$ cat config.mk
export PLATFORM = sky130hd
export DESIGN_NAME = uart_tx_core
export DESIGN_NICKNAME = d
export VERILOG_FILES = /design/src/rtl/uart_pkg.sv /design/src/rtl/uart_tx_fifo.sv /design/src/rtl/uart_tx_core.sv
export SDC_FILE = /design/constraint.sdc
export NUM_CORES = 1
export LEC_CHECK = 0
export CORE_MARGIN = 2
export CORE_UTILIZATION = 35
export DETAILED_ROUTE_END_ITERATION = 10
export PLACE_DENSITY_LB_ADDON = 0.3
export SYNTH_ARGS = -nofsm -noshare
export SYNTH_HDL_FRONTEND = slang
export SYNTH_SLANG_ARGS = --single-unit
$ cat constraint.sdc
create_clock -name clk_i -period 2.1 [get_ports clk_i]
set_input_delay 0.42 -clock clk_i [delete_from_list [all_inputs] [get_ports clk_i]]
set_output_delay 0.42 -clock clk_i [all_outputs]
set_load 0.01 [all_outputs]
$ cat src/rtl/uart_pkg.sv
// uart_pkg: state encoding and frame constants shared by the UART transmitter files.
package uart_pkg;

    localparam int UART_FRAME_BITS = 10;
    localparam int UART_DATA_BITS  = 8;
    localparam int UART_DEF_CLK_HZ = 100_000_000;
    localparam int UART_DEF_BAUD   = 115_200;

    typedef enum logic [1:0] {
        IDLE,
        START,
        DATA,
        STOP
    } uart_state_e;

    // Bit period in system clocks, truncated toward zero.
    function automatic int uart_div(input int clk_hz, input int baud);
        return clk_hz / baud;
    endfunction

endpackage

$ cat src/rtl/uart_tx_fifo.sv
// uart_tx_fifo: power-of-two circular byte queue.
// The pointers carry one extra wrap bit so that full and empty can be told apart.
module uart_tx_fifo
    import uart_pkg::*;
#(
    parameter int DEPTH = 4,
    parameter int W     = UART_DATA_BITS
) (
    input  logic                     clk_i,
    input  logic                     rst_i,
    input  logic                     push_i,
    input  logic [W-1:0]             data_i,
    input  logic                     pop_i,
    output logic [W-1:0]             data_o,
    output logic                     full_o,
    output logic                     empty_o,
    output logic [$clog2(DEPTH):0]   count_o
);

    localparam int AW = $clog2(DEPTH);
    localparam logic [AW:0] PTR_ONE = (AW + 1)'(1);

    logic [AW:0]  wr_q, wr_d;
    logic [AW:0]  rd_q, rd_d;
    logic [W-1:0] mem_q [DEPTH];
    logic         do_push;
    logic         do_pop;

    assign empty_o = (wr_q == rd_q);
    assign full_o  = (wr_q[AW] != rd_q[AW]) && (wr_q[AW-1:0] == rd_q[AW-1:0]);
    assign count_o = wr_q - rd_q;
    assign do_push = push_i && !full_o;
    assign do_pop  = pop_i && !empty_o;
    assign data_o  = mem_q[rd_q[AW-1:0]];

    always_comb begin
        wr_d = wr_q;
        rd_d = rd_q;
        if (do_push) wr_d = wr_q + PTR_ONE;
        if (do_pop)  rd_d = rd_q + PTR_ONE;
    end

    always_ff @(posedge clk_i) begin
        if (rst_i) begin
            wr_q <= '0;
            rd_q <= '0;
        end else begin
            wr_q <= wr_d;
            rd_q <= rd_d;
        end
    end

    always_ff @(posedge clk_i) begin
        if (do_push) mem_q[wr_q[AW-1:0]] <= data_i;
    end

endmodule

$ cat src/rtl/uart_tx_core.sv
// uart_tx_core: 8N1 UART transmitter, LSB first, bytes accepted on a valid/ready handshake.
// Define UART_TX_FIFO_EN for a FIFO_DEPTH byte queue; otherwise a single holding register.
//
//   state | meaning
//   IDLE  | line high, waiting for a queued byte
//   START | start bit (low) for one bit period
//   DATA  | data bits d[0]..d[7], one bit period each
//   STOP  | stop bit (high); next queued byte starts without a gap
module uart_tx_core
    import uart_pkg::*;
#(
    parameter int CLK_HZ     = UART_DEF_CLK_HZ,
    parameter int BAUD       = UART_DEF_BAUD,
    parameter int FIFO_DEPTH = 4
) (
    input  logic                      clk_i,
    input  logic                      rst_i,
    input  logic [UART_DATA_BITS-1:0] tx_data_i,
    input  logic                      tx_valid_i,
    output logic                      tx_ready_o,
    output logic                      tx_o,
    output logic                      busy_o
);

    localparam int DIV   = uart_div(CLK_HZ, BAUD);
    localparam int CNT_W = (DIV > 1) ? $clog2(DIV) : 1;
    localparam int BIT_W = $clog2(UART_DATA_BITS);
    localparam logic [CNT_W-1:0] CNT_LAST = CNT_W'(DIV - 1);
    localparam logic [CNT_W-1:0] CNT_ONE  = CNT_W'(1);
    localparam logic [BIT_W-1:0] BIT_LAST = BIT_W'(UART_DATA_BITS - 1);
    localparam logic [BIT_W-1:0] BIT_ONE  = BIT_W'(1);

    if (DIV < 2 || FIFO_DEPTH < 2 || (FIFO_DEPTH & (FIFO_DEPTH - 1)) != 0) begin : g_param_check
        $error("uart_tx_core: CLK_HZ/BAUD must be >= 2 and FIFO_DEPTH a power of two >= 2");
    end

    uart_state_e               state_q, state_d;
    logic [CNT_W-1:0]          cnt_q, cnt_d;
    logic [BIT_W-1:0]          bit_q, bit_d;
    logic [UART_DATA_BITS-1:0] shift_q, shift_d;
    logic                      tx_q, tx_d;
    logic                      busy_q, busy_d;

    logic                      push, pop;
    logic                      q_empty, q_full, q_last;
    logic [UART_DATA_BITS-1:0] q_head;
    logic                      bit_end;

    assign push       = tx_valid_i && !q_full;
    assign tx_ready_o = !q_full;
    assign tx_o       = tx_q;
    assign busy_o     = busy_q;
    assign bit_end    = (cnt_q == CNT_LAST);

`ifdef UART_TX_FIFO_EN
    localparam int QW = $clog2(FIFO_DEPTH) + 1;
    logic [QW-1:0] q_count;

    uart_tx_fifo #(
        .DEPTH (FIFO_DEPTH),
        .W     (UART_DATA_BITS)
    ) u_fifo (
        .clk_i   (clk_i),
        .rst_i   (rst_i),
        .push_i  (push),
        .data_i  (tx_data_i),
        .pop_i   (pop),
        .data_o  (q_head),
        .full_o  (q_full),
        .empty_o (q_empty),
        .count_o (q_count)
    );

    assign q_last = (q_count == QW'(1));
`else
    logic                      hold_valid_q, hold_valid_d;
    logic [UART_DATA_BITS-1:0] hold_q, hold_d;

    // Push only happens while empty and pop only while full, so they never coincide.
    always_comb begin
        hold_valid_d = hold_valid_q;
        hold_d       = hold_q;
        if (pop) hold_valid_d = 1'b0;
        if (push) begin
            hold_valid_d = 1'b1;
            hold_d       = tx_data_i;
        end
    end

    always_ff @(posedge clk_i) begin
        if (rst_i) begin
            hold_valid_q <= 1'b0;
            hold_q       <= '0;
        end else begin
            hold_valid_q <= hold_valid_d;
            hold_q       <= hold_d;
        end
    end

    assign q_empty = !hold_valid_q;
    assign q_full  = hold_valid_q;
    assign q_last  = hold_valid_q;
    assign q_head  = hold_q;
`endif

    // tx_d is the line level for the next cycle, so tx stays a plain register.
    always_comb begin
        state_d = state_q;
        cnt_d   = bit_end ? '0 : cnt_q + CNT_ONE;
        bit_d   = bit_q;
        shift_d = shift_q;
        tx_d    = tx_q;
        pop     = 1'b0;
        unique case (state_q)
            IDLE: begin
                cnt_d = '0;
                tx_d  = 1'b1;
                if (!q_empty) begin
                    pop     = 1'b1;
                    shift_d = q_head;
                    state_d = START;
                    tx_d    = 1'b0;
                end
            end
            START: begin
                if (bit_end) begin
                    state_d = DATA;
                    bit_d   = '0;
                    tx_d    = shift_q[0];
                end
            end
            DATA: begin
                if (bit_end) begin
                    if (bit_q == BIT_LAST) begin
                        state_d = STOP;
                        tx_d    = 1'b1;
                    end else begin
                        shift_d = {1'b0, shift_q[UART_DATA_BITS-1:1]};
                        bit_d   = bit_q + BIT_ONE;
                        tx_d    = shift_q[1];
                    end
                end
            end
            STOP: begin
                if (bit_end) begin
                    if (!q_empty) begin
                        pop     = 1'b1;
                        shift_d = q_head;
                        state_d = START;
                        tx_d    = 1'b0;
                    end else begin
                        state_d = IDLE;
                        tx_d    = 1'b1;
                    end
                end
            end
            default: begin
                state_d = IDLE;
                tx_d    = 1'b1;
            end
        endcase
        busy_d = (state_d != IDLE) || push || (!q_empty && !(pop && q_last));
    end

    always_ff @(posedge clk_i) begin
        if (rst_i) begin
            state_q <= IDLE;
            cnt_q   <= '0;
            bit_q   <= '0;
            shift_q <= '0;
            tx_q    <= 1'b1;
            busy_q  <= 1'b0;
        end else begin
            state_q <= state_d;
            cnt_q   <= cnt_d;
            bit_q   <= bit_d;
            shift_q <= shift_d;
            tx_q    <= tx_d;
            busy_q  <= busy_d;
        end
    end

endmodule

# Yosys cells after proc, flatten, opt, wreduce, memory -nomap -nowiden
# Index checks and enable logic that the tools add are counted.
# totals
register_bits	34
inputBits	11
output_inout_bits	3
# classes
reduce_logical	16
add_sub_neg	2
eq_ne	9
mux	27
# op_table
operator	n
$mux 8	4
$pmux 8 s3	1
$add 10x1->10 const B	1
$eq 10x10->1 const B	1
$mux 1	10
$mux 2	5
$mux 3	3
$ne 2x2->1 const B	4
$pmux 2 s4	1
$reduce_and 4->1	2
$pmux 3 s2	1
$reduce_bool 2->1	3
$eq 2x2->1 const B	2
$pmux 1 s4	1
$add 3x1->3 const B	1
$eq 3x3->1 const B	1
$logic_and 1x1->1	3
$reduce_and 3->1	1
$reduce_bool 3->1	1
$reduce_or 3->1	1
$eq 2x1->1 const B	1
$logic_not 1->1	2
$logic_not 2->1	1
$logic_or 1x1->1	2
$pmux 1 s2	1

# Depth between registers and ports, before layout
# Gate-level depths: netlist of the first run.
# logic_depth
depth_word	7
depth_mapped	8
mapped_depth_nobuf	6

# Worst setup path after synthesis of the first run
# OpenSTA, ideal clock, no wires.
# synth_path
path_type	reg-to-reg
from	register state_q[0]
to	register busy_q, in the netlist busy_o
path_stages_with_launch	8
setup_slack_ns	0.353
required_ns	1.973
synth_period_minus_slack_ns	1.747
t_arrival_ns	1.620
setup_time_ns	0.127
path_cell_list	dfxtp_1 -> inv_1 -> ha_1 -> clkbuf_1 -> a211oi_1 -> a311o_1 -> o221ai_2 -> or3_1
# synth_via
elab_chain_len	6
word_cells_on_any_way	17
cone_classes	3 x eq/ne; 7 x mux; 7 x reduce/logical
# synth_lines
item	line_no	text
from (decl)	uart_tx_core.sv:37	uart_state_e state_q, state_d;
from (signal assigned)	uart_tx_core.sv:174	state_q <= state_d;
$mux 2 (tied with other cells)	uart_tx_core.sv:134	if (bit_q == BIT_LAST) begin
$mux 2 or $pmux 1 s2 (tied branches)	uart_tx_core.sv:133, uart_tx_core.sv:114	
$pmux 2 s4 or $logic_and 1x1->1 (tied branches)	uart_tx_core.sv:114, uart_tx_core.sv:162	
$reduce_bool 2->1 or $logic_not 1->1 (tied branches)	uart_tx_core.sv:162	busy_d = (state_d != IDLE) || push || (!q_empty && !(pop && q_last));
$logic_or 1x1->1 or $logic_and 1x1->1 (tied branches)	uart_tx_core.sv:162	
$logic_or 1x1->1 *	uart_tx_core.sv:162	
to (signal assigned)	uart_tx_core.sv:179	busy_q <= busy_d;
to (decl)	uart_tx_core.sv:42	logic busy_q, busy_d;
# Every way passes the cells marked *; elsewhere a longest branch is shown, timed or not.
# A chain may end at the register's enable or synchronous reset.

# Worst setup path in the final report of the first run
# layout_path
from	register cnt_q[1]
to	register busy_q, in the netlist busy_o
# layout_via
elab_chain_len	7
word_cells_on_any_way	13
cone_classes	1 x eq/ne; 6 x mux; 6 x reduce/logical
# layout_lines
item	line_no	text
from (decl)	uart_tx_core.sv:38	logic [CNT_W-1:0] cnt_q, cnt_d;
from (signal assigned)	uart_tx_core.sv:175	cnt_q <= cnt_d;
$eq 10x10->1 *	uart_tx_core.sv:53	assign bit_end = (cnt_q == CNT_LAST);
$mux 1	uart_tx_core.sv:145	if (bit_end) begin
$pmux 1 s2	uart_tx_core.sv:114	unique case (state_q)
$logic_and 1x1->1	uart_tx_core.sv:162	
$logic_not 1->1	uart_tx_core.sv:162	
$logic_and 1x1->1	uart_tx_core.sv:162	
$logic_or 1x1->1 *	uart_tx_core.sv:162	
# Marks and branches as above.

==> results of run 1 <==
==> layer usage <==
metal  vias up  wire, microns
li1        674              -
met1       578           1570
met3         6            103
met5         -              0
met4         0             45
met2        12           1420
==> sequential cells by signal (all words and copies together) (netlist names) <==
signal and flops:
hold_valid_q 1, hold_q 8, busy_o 1, state_q 2, shift_q 8, tx_o 1
cnt_q 10, bit_q 3
==> cells by family (layout without fill, tap and decap cells) <==
kind of cell             after synthesis  count (layout)  share of synthesized area [%]
XOR/XNOR                               8               8                           4.22
multiplexers                          16              16                           10.3
buffers and inverters                 14              31                           4.22
AO/OA/AOI/OAI                         27              27                           12.7
AND/OR/NAND/NOR                       80              80                           22.3
adder cells (fa/ha/maj)                7               7                           5.28
flip-flops                            34              34                           41.0
==> power by group through the flow <==
stage          logic (mW)  registers [mW]  clock network, mW
3_5_place_dp        0.206           0.711                  0
2_1_floorplan       0.129           0.710                  0
6_report            0.205           0.696              0.489
4_1_cts             0.207           0.697              0.509
5_1_grt             0.233           0.699              0.541
3_3_place_gp        0.207           0.711                  0
==> worst max path at each step <==
stage,end,slack (ps),cells past startpoint
final,busy_o,170,5
after global routing,shift_q[1],10,5
after CTS,busy_o,170,5
after detailed placement,busy_o,190,5
after global placement,busy_o,190,5
after floorplan,busy_o,350,7
==> cell type report <==
class	count	area share, %
Multi-Input combinational cell	138	47.0
Sequential cell	34	35.2
Timing Repair Buffer	18	8.67
Clock buffer	7	4.46
Tap cell	54	3.49
Inverter	5	0.970
Clock inverter	1	0.259
==> cells in the mapped netlist (3+ instances only) <==
library cell / count
nand2_1: 39
dfxtp_1: 34
nor2_1: 16
a21oi_1: 9
mux2_2: 8
mux2i_1: 8
ha_1: 7
clkbuf_1: 5
inv_1: 5
nand3_1: 5
xnor2_1: 5
nor2b_1: 4
nand4_1: 3
nor3_1: 3
o21ai_0: 3
xor2_1: 3
==> cells in the final DEF (no fill, tap or decap), types with 2 or more instances in the layout <==
cell	netlist	layout
nand2_1	39	39
dfxtp_1	34	34
nor2_1	16	16
clkdlybuf4s50_1	0	13
a21oi_1	9	9
mux2_2	8	8
mux2i_1	8	8
ha_1	7	7
clkbuf_8	0	6
inv_1	5	5
nand3_1	5	5
xnor2_1	5	5
buf_4	0	5
nor2b_1	4	4
nor3_1	3	3
nand4_1	3	3
o21ai_0	3	3
xor2_1	3	3
a31oi_1	2	2
and3_1	2	2
a22o_1	2	2
nand3b_1	2	2
==> worst max-delay path: stages (launching register included) <==
cell      delay [ps]
dfxtp_1          390
ha_1             250
and2_1           220
and3_1           390
a311oi_1         180
or3_1            370
==> metrics by stage <==
| step | power [mW] | setup WS [ps] | cell area (sq um) | hold WS, ps |
|---|---|---|---|---|
| 4_1_cts | 1.41 | 174 | 1930 | 455 |
| 5_1_grt | 1.47 | 10.1 | 1930 | 472 |
| 3_5_place_dp | 0.917 | 192 | 1840 | 445 |
| 2_1_floorplan | 0.839 | 353 | 1660 | 434 |
| 3_3_place_gp | 0.919 | 192 | 1840 | 444 |
| 6_report | 1.39 | 167 | 1930 | 451 |
==> flow_summary.ini, run 1 <==
[status]
status = completed

[hold_path]
min-delay-start = hold_q[2]
min_path_cells = 2
holdPathEnd = hold_q[2]
holdCritPathClass = flop to flop

[final_layout]
area_growth_pct = 16.6
drive_above_1_share_pct = 11.8
seq_area_sq_um = 681
fillers = 461
final_cells = 257
fin_nets = 220
multi_input_comb_area_sq_um = 908
final_util_pct = 41.5
antennaDiodeCount = 0

[timing]
hold_viol = 0
layout_min_cycle_time_ps = 1930
max-slew-margin-rel_pct = 65.4
fin_tns_setup_ps = 0
drv_slew = 0
finalCritPeriodShare_pct = 92.0
worst_pin_slew_ps = 515
skew_ps = 4.70
rsz0062_at_grt = false
max_freq_mhz = 517
setup_violations = 0

[global_routing]
grt-ovfl-total = 0
grt_usage_pct = 14.1
globalRouteMet2Util_pct = 22.6
grt_pass1_wl_microns = 5750
grt_use_met3_pct = 4.70
busiest_layer = met2
grt_pass1_vias = 1260
grt_max_degree = 18
antenna_found_initial = 0
grtUsageMet1_pct = 17.4

[placement]
place_congestion = 0.735
dp_hpwl_microns = 2220
dpl.cell_count = 249
port_buffers = 13

[pwr]
pwr-share-seq_pct = 50.1
power.leakage_nw = 0.747
pwr-share-comb_pct = 14.8
switching_power_mw = 0.352
clkPwrFrac_pct = 35.2
sw_frac_of_total_pct = 25.3
ir_worst_vdd_mv = 0.390
internal_power_mw = 1.04
powerDensity_nw_per_um2 = 719

[synth]
synth_area_leaders = dfxtp_1 41%, nand2_1 8.8%, mux2_2 5.4%
yosysWarnings = 0
async_flop_share_pct = 0
synthCells = 186
synth_top_area_share_pct = 41.0
ys_seq_elements = 34
ys_seq_area_share_pct = 41.0
ys_types = 39
synth-edff-count = 0
yosys.area.top_type = dfxtp_1
syn_area_sq_um = 1660
synth_nets = 204
synth_ff_type = dfxtp_1
syn_area_per_cell_sq_um = 8.92

[setup_path]
worstSetupPathType = flop to flop
worst-r2r-cell-count = 5
crit_arrival_ps = 2090
regToRegStartpoint = cnt_q[1]
worstPathMaxFanout = 7
crit_required_ps = 2260
cp-end-kind = flop
reg2reg_to = busy_o
start_kind = flop
rrSetupSlack_ps = 170
startpoint = cnt_q[1]

[cts]
clk_pin_slew_ps = 60
clk_latency_ps = 280
cts_resized = 0
tritoncts = built
cts-root-buf = clkbuf_8
cts_hold_buf = 0
clock-sinks = 34
cts_buffers = 5
h-tree-depth = 2
post-cts-setup-buffer-count = 0
cts_max_path_buffers = 2

[floorplan]
dieWidth_microns = 72.9
core_sq_um = 4660
start_util_pct = 35.6
fp.dieH_microns = 72.9
io_pins = 14
dieArea_sq_um = 5310
rows = 25

[detailed_routing]
drc_errors = 0
routed_via_density = 4.94
wl_per_cell_microns = 12.2
detail-route-antenna-nets = 0
drt-initial-drc-count = 47
num_vias = 1270
routed_wl_microns = 3140
dr.pass1.iters = 4

[flow_run]
cap_violations = 0
Power figures use the tool's default switching activity.
==> run 2, diff against run 1 <==
CELL_PAD_IN_SITES_DETAIL_PLACEMENT = 0   (was unset)
CELL_PAD_IN_SITES_GLOBAL_PLACEMENT = 1   (was unset)
PLACE_DENSITY_LB_ADDON = 0.1   (was 0.3)
==> run 2 against run 1 <==
Clock skew grew 1.0 ps. Largest cell class unchanged. Routed wire length grew 7.9%. Global-route usage up 0.26 points. Final cell count increased by 0.39%. Design area is 0.39% higher.
==> flow_summary.ini, run 2 (synthesis gave the netlist of run 1 again) <==
[detailed_routing]
wl_per_cell_microns = 13.1
drc_errors = 0
detail-route-antenna-nets = 0
dr.pass1.iters = 4
routed_via_density = 5.17
drt-initial-drc-count = 38
routed_wl_microns = 3380
num_vias = 1335

[pwr]
ir_worst_vdd_mv = 0.396
powerDensity_nw_per_um2 = 715
pwr-share-seq_pct = 50.3
internal_power_mw = 1.04
sw_frac_of_total_pct = 25.0
pwr-share-comb_pct = 15.1
switching_power_mw = 0.346
clkPwrFrac_pct = 34.6
power.leakage_nw = 0.751

[cts]
clk_pin_slew_ps = 70
clk_latency_ps = 270
cts-root-buf = clkbuf_8
cts_max_path_buffers = 2
cts_resized = 0
cts_hold_buf = 0
post-cts-setup-buffer-count = 0
cts_buffers = 5
tritoncts = built
clock-sinks = 34
h-tree-depth = 2

[placement]
placed_area_sq_um = 1850
place_congestion = 0.756
port_buffers = 13
dp_hpwl_microns = 2470

[final_layout]
antennaDiodeCount = 0
top_regs = cnt_q (10), hold_q (8), shift_q (8)
drive_above_1_share_pct = 12.3
top_register = cnt_q
area_growth_pct = 17.0
design_area_sq_um = 1940
final_common_cell = nand2_1
mostFrequentLayoutCells = 39 x nand2_1, 34 x dfxtp_1, 16 x nor2_1, 13 x clkdlybuf4s50_1, 9 x a21oi_1
fin_nets = 221
largest_reg_flops = 10

[floorplan]
io_pins = 14
rows = 25
fp.dieH_microns = 72.9
start_util_pct = 35.6
dieWidth_microns = 72.9
dieArea_sq_um = 5310
core_sq_um = 4660

[global_routing]
grt_pass1_wl_microns = 5780
grt_max_degree = 20
grt_pass1_vias = 1256
antenna_found_initial = 0
grt_usage_pct = 14.4
grt-ovfl-total = 0

[timing]
holdWs_ps = 457
max-slew-margin-rel_pct = 69.3
rsz0062_at_grt = false
hold_viol = 0
finalCritPeriodShare_pct = 90.9
layout_min_cycle_time_ps = 1910
drv_slew = 0
setup_violations = 0
fin_tns_setup_ps = 0
skew_ps = 5.74
worst_pin_slew_ps = 460
max_freq_mhz = 524

[setup_path]
slowest_delay_ps = 430
worst-r2r-cell-count = 6
worstSetupPathType = flop to flop
path_depth = 6
start_kind = flop
crit_buf_inv = 1
crit_required_ps = 2250
slowest_stage = dfxtp_1
cp-end-kind = flop
path_cells = inv_1 -> ha_1 -> a211oi_1 -> a311o_1 -> o221ai_2 -> or3_1
path_delay_family = compound AO/OA/AOI/OAI gates
worstPathMaxFanout = 10
crit_arrival_ps = 2060

[hold_path]
min_path_cells = 2
holdCritPathClass = flop to flop

[status]
status = completed

[flow_run]
cap_violations = 0
[run 2: cell count changes in the layout (fill, tap and decap cells not counted), sizes merged]
| cell | change |
|---|---|
| buf | +1 |
[run 2: final cells by class]
type,count,area [sq um]
tap,54,67.6
inverter,5,18.8
clock buffer,7,86.3
clock inverter,1,5.00
fill,471,2720
timing repair buffer,19,175
multi-input combinational,138,908
sequential,34,681
[run 2: worst paths after layout]
path / slack [ps] / end / from
setup reg to reg: 190 / busy_o / state_q[0]
setup / recovery: 190 / busy_o / state_q[0]
hold reg to reg: 460 / hold_q[3] / hold_q[3]
hold / removal: 460 / hold_q[3] / hold_q[3]
[run 2: worst min-delay path: stages, from the launching register on]
cell	delay [ps]
dfxtp_1	310
nand2_1	50
a21oi_1	50
[run 2: power groups by stage]
stage | Combinational (mW) | Clock (mW) | Sequential, mW
finish | 0.209 | 0.480 | 0.698
global route | 0.233 | 0.543 | 0.702
CTS | 0.212 | 0.502 | 0.698
detailed placement | 0.211 | 0 | 0.712
global placement | 0.211 | 0 | 0.712
floorplan | 0.129 | 0 | 0.710
[run 2: per-layer routing]
metal / GRT usage, % / part of all wire, %
met3: 4.14 / 3.7
met5: 0 / 0
met1: 17.7 / 48
met4: 6.17 / 0.86
met2: 23.3 / 48
[run 2: per-stage QoR]
step	worst slack (ps)	power [mW]	utilization, %	instances
6_report	192	1.39	41.7	258
5_1_grt	26.3	1.48	41.7	258
4_1_cts	191	1.41	41.7	258
3_5_place_dp	200	0.923	39.7	250
3_3_place_gp	231	0.924	39.7	250
2_1_floorplan	353	0.839	-	186
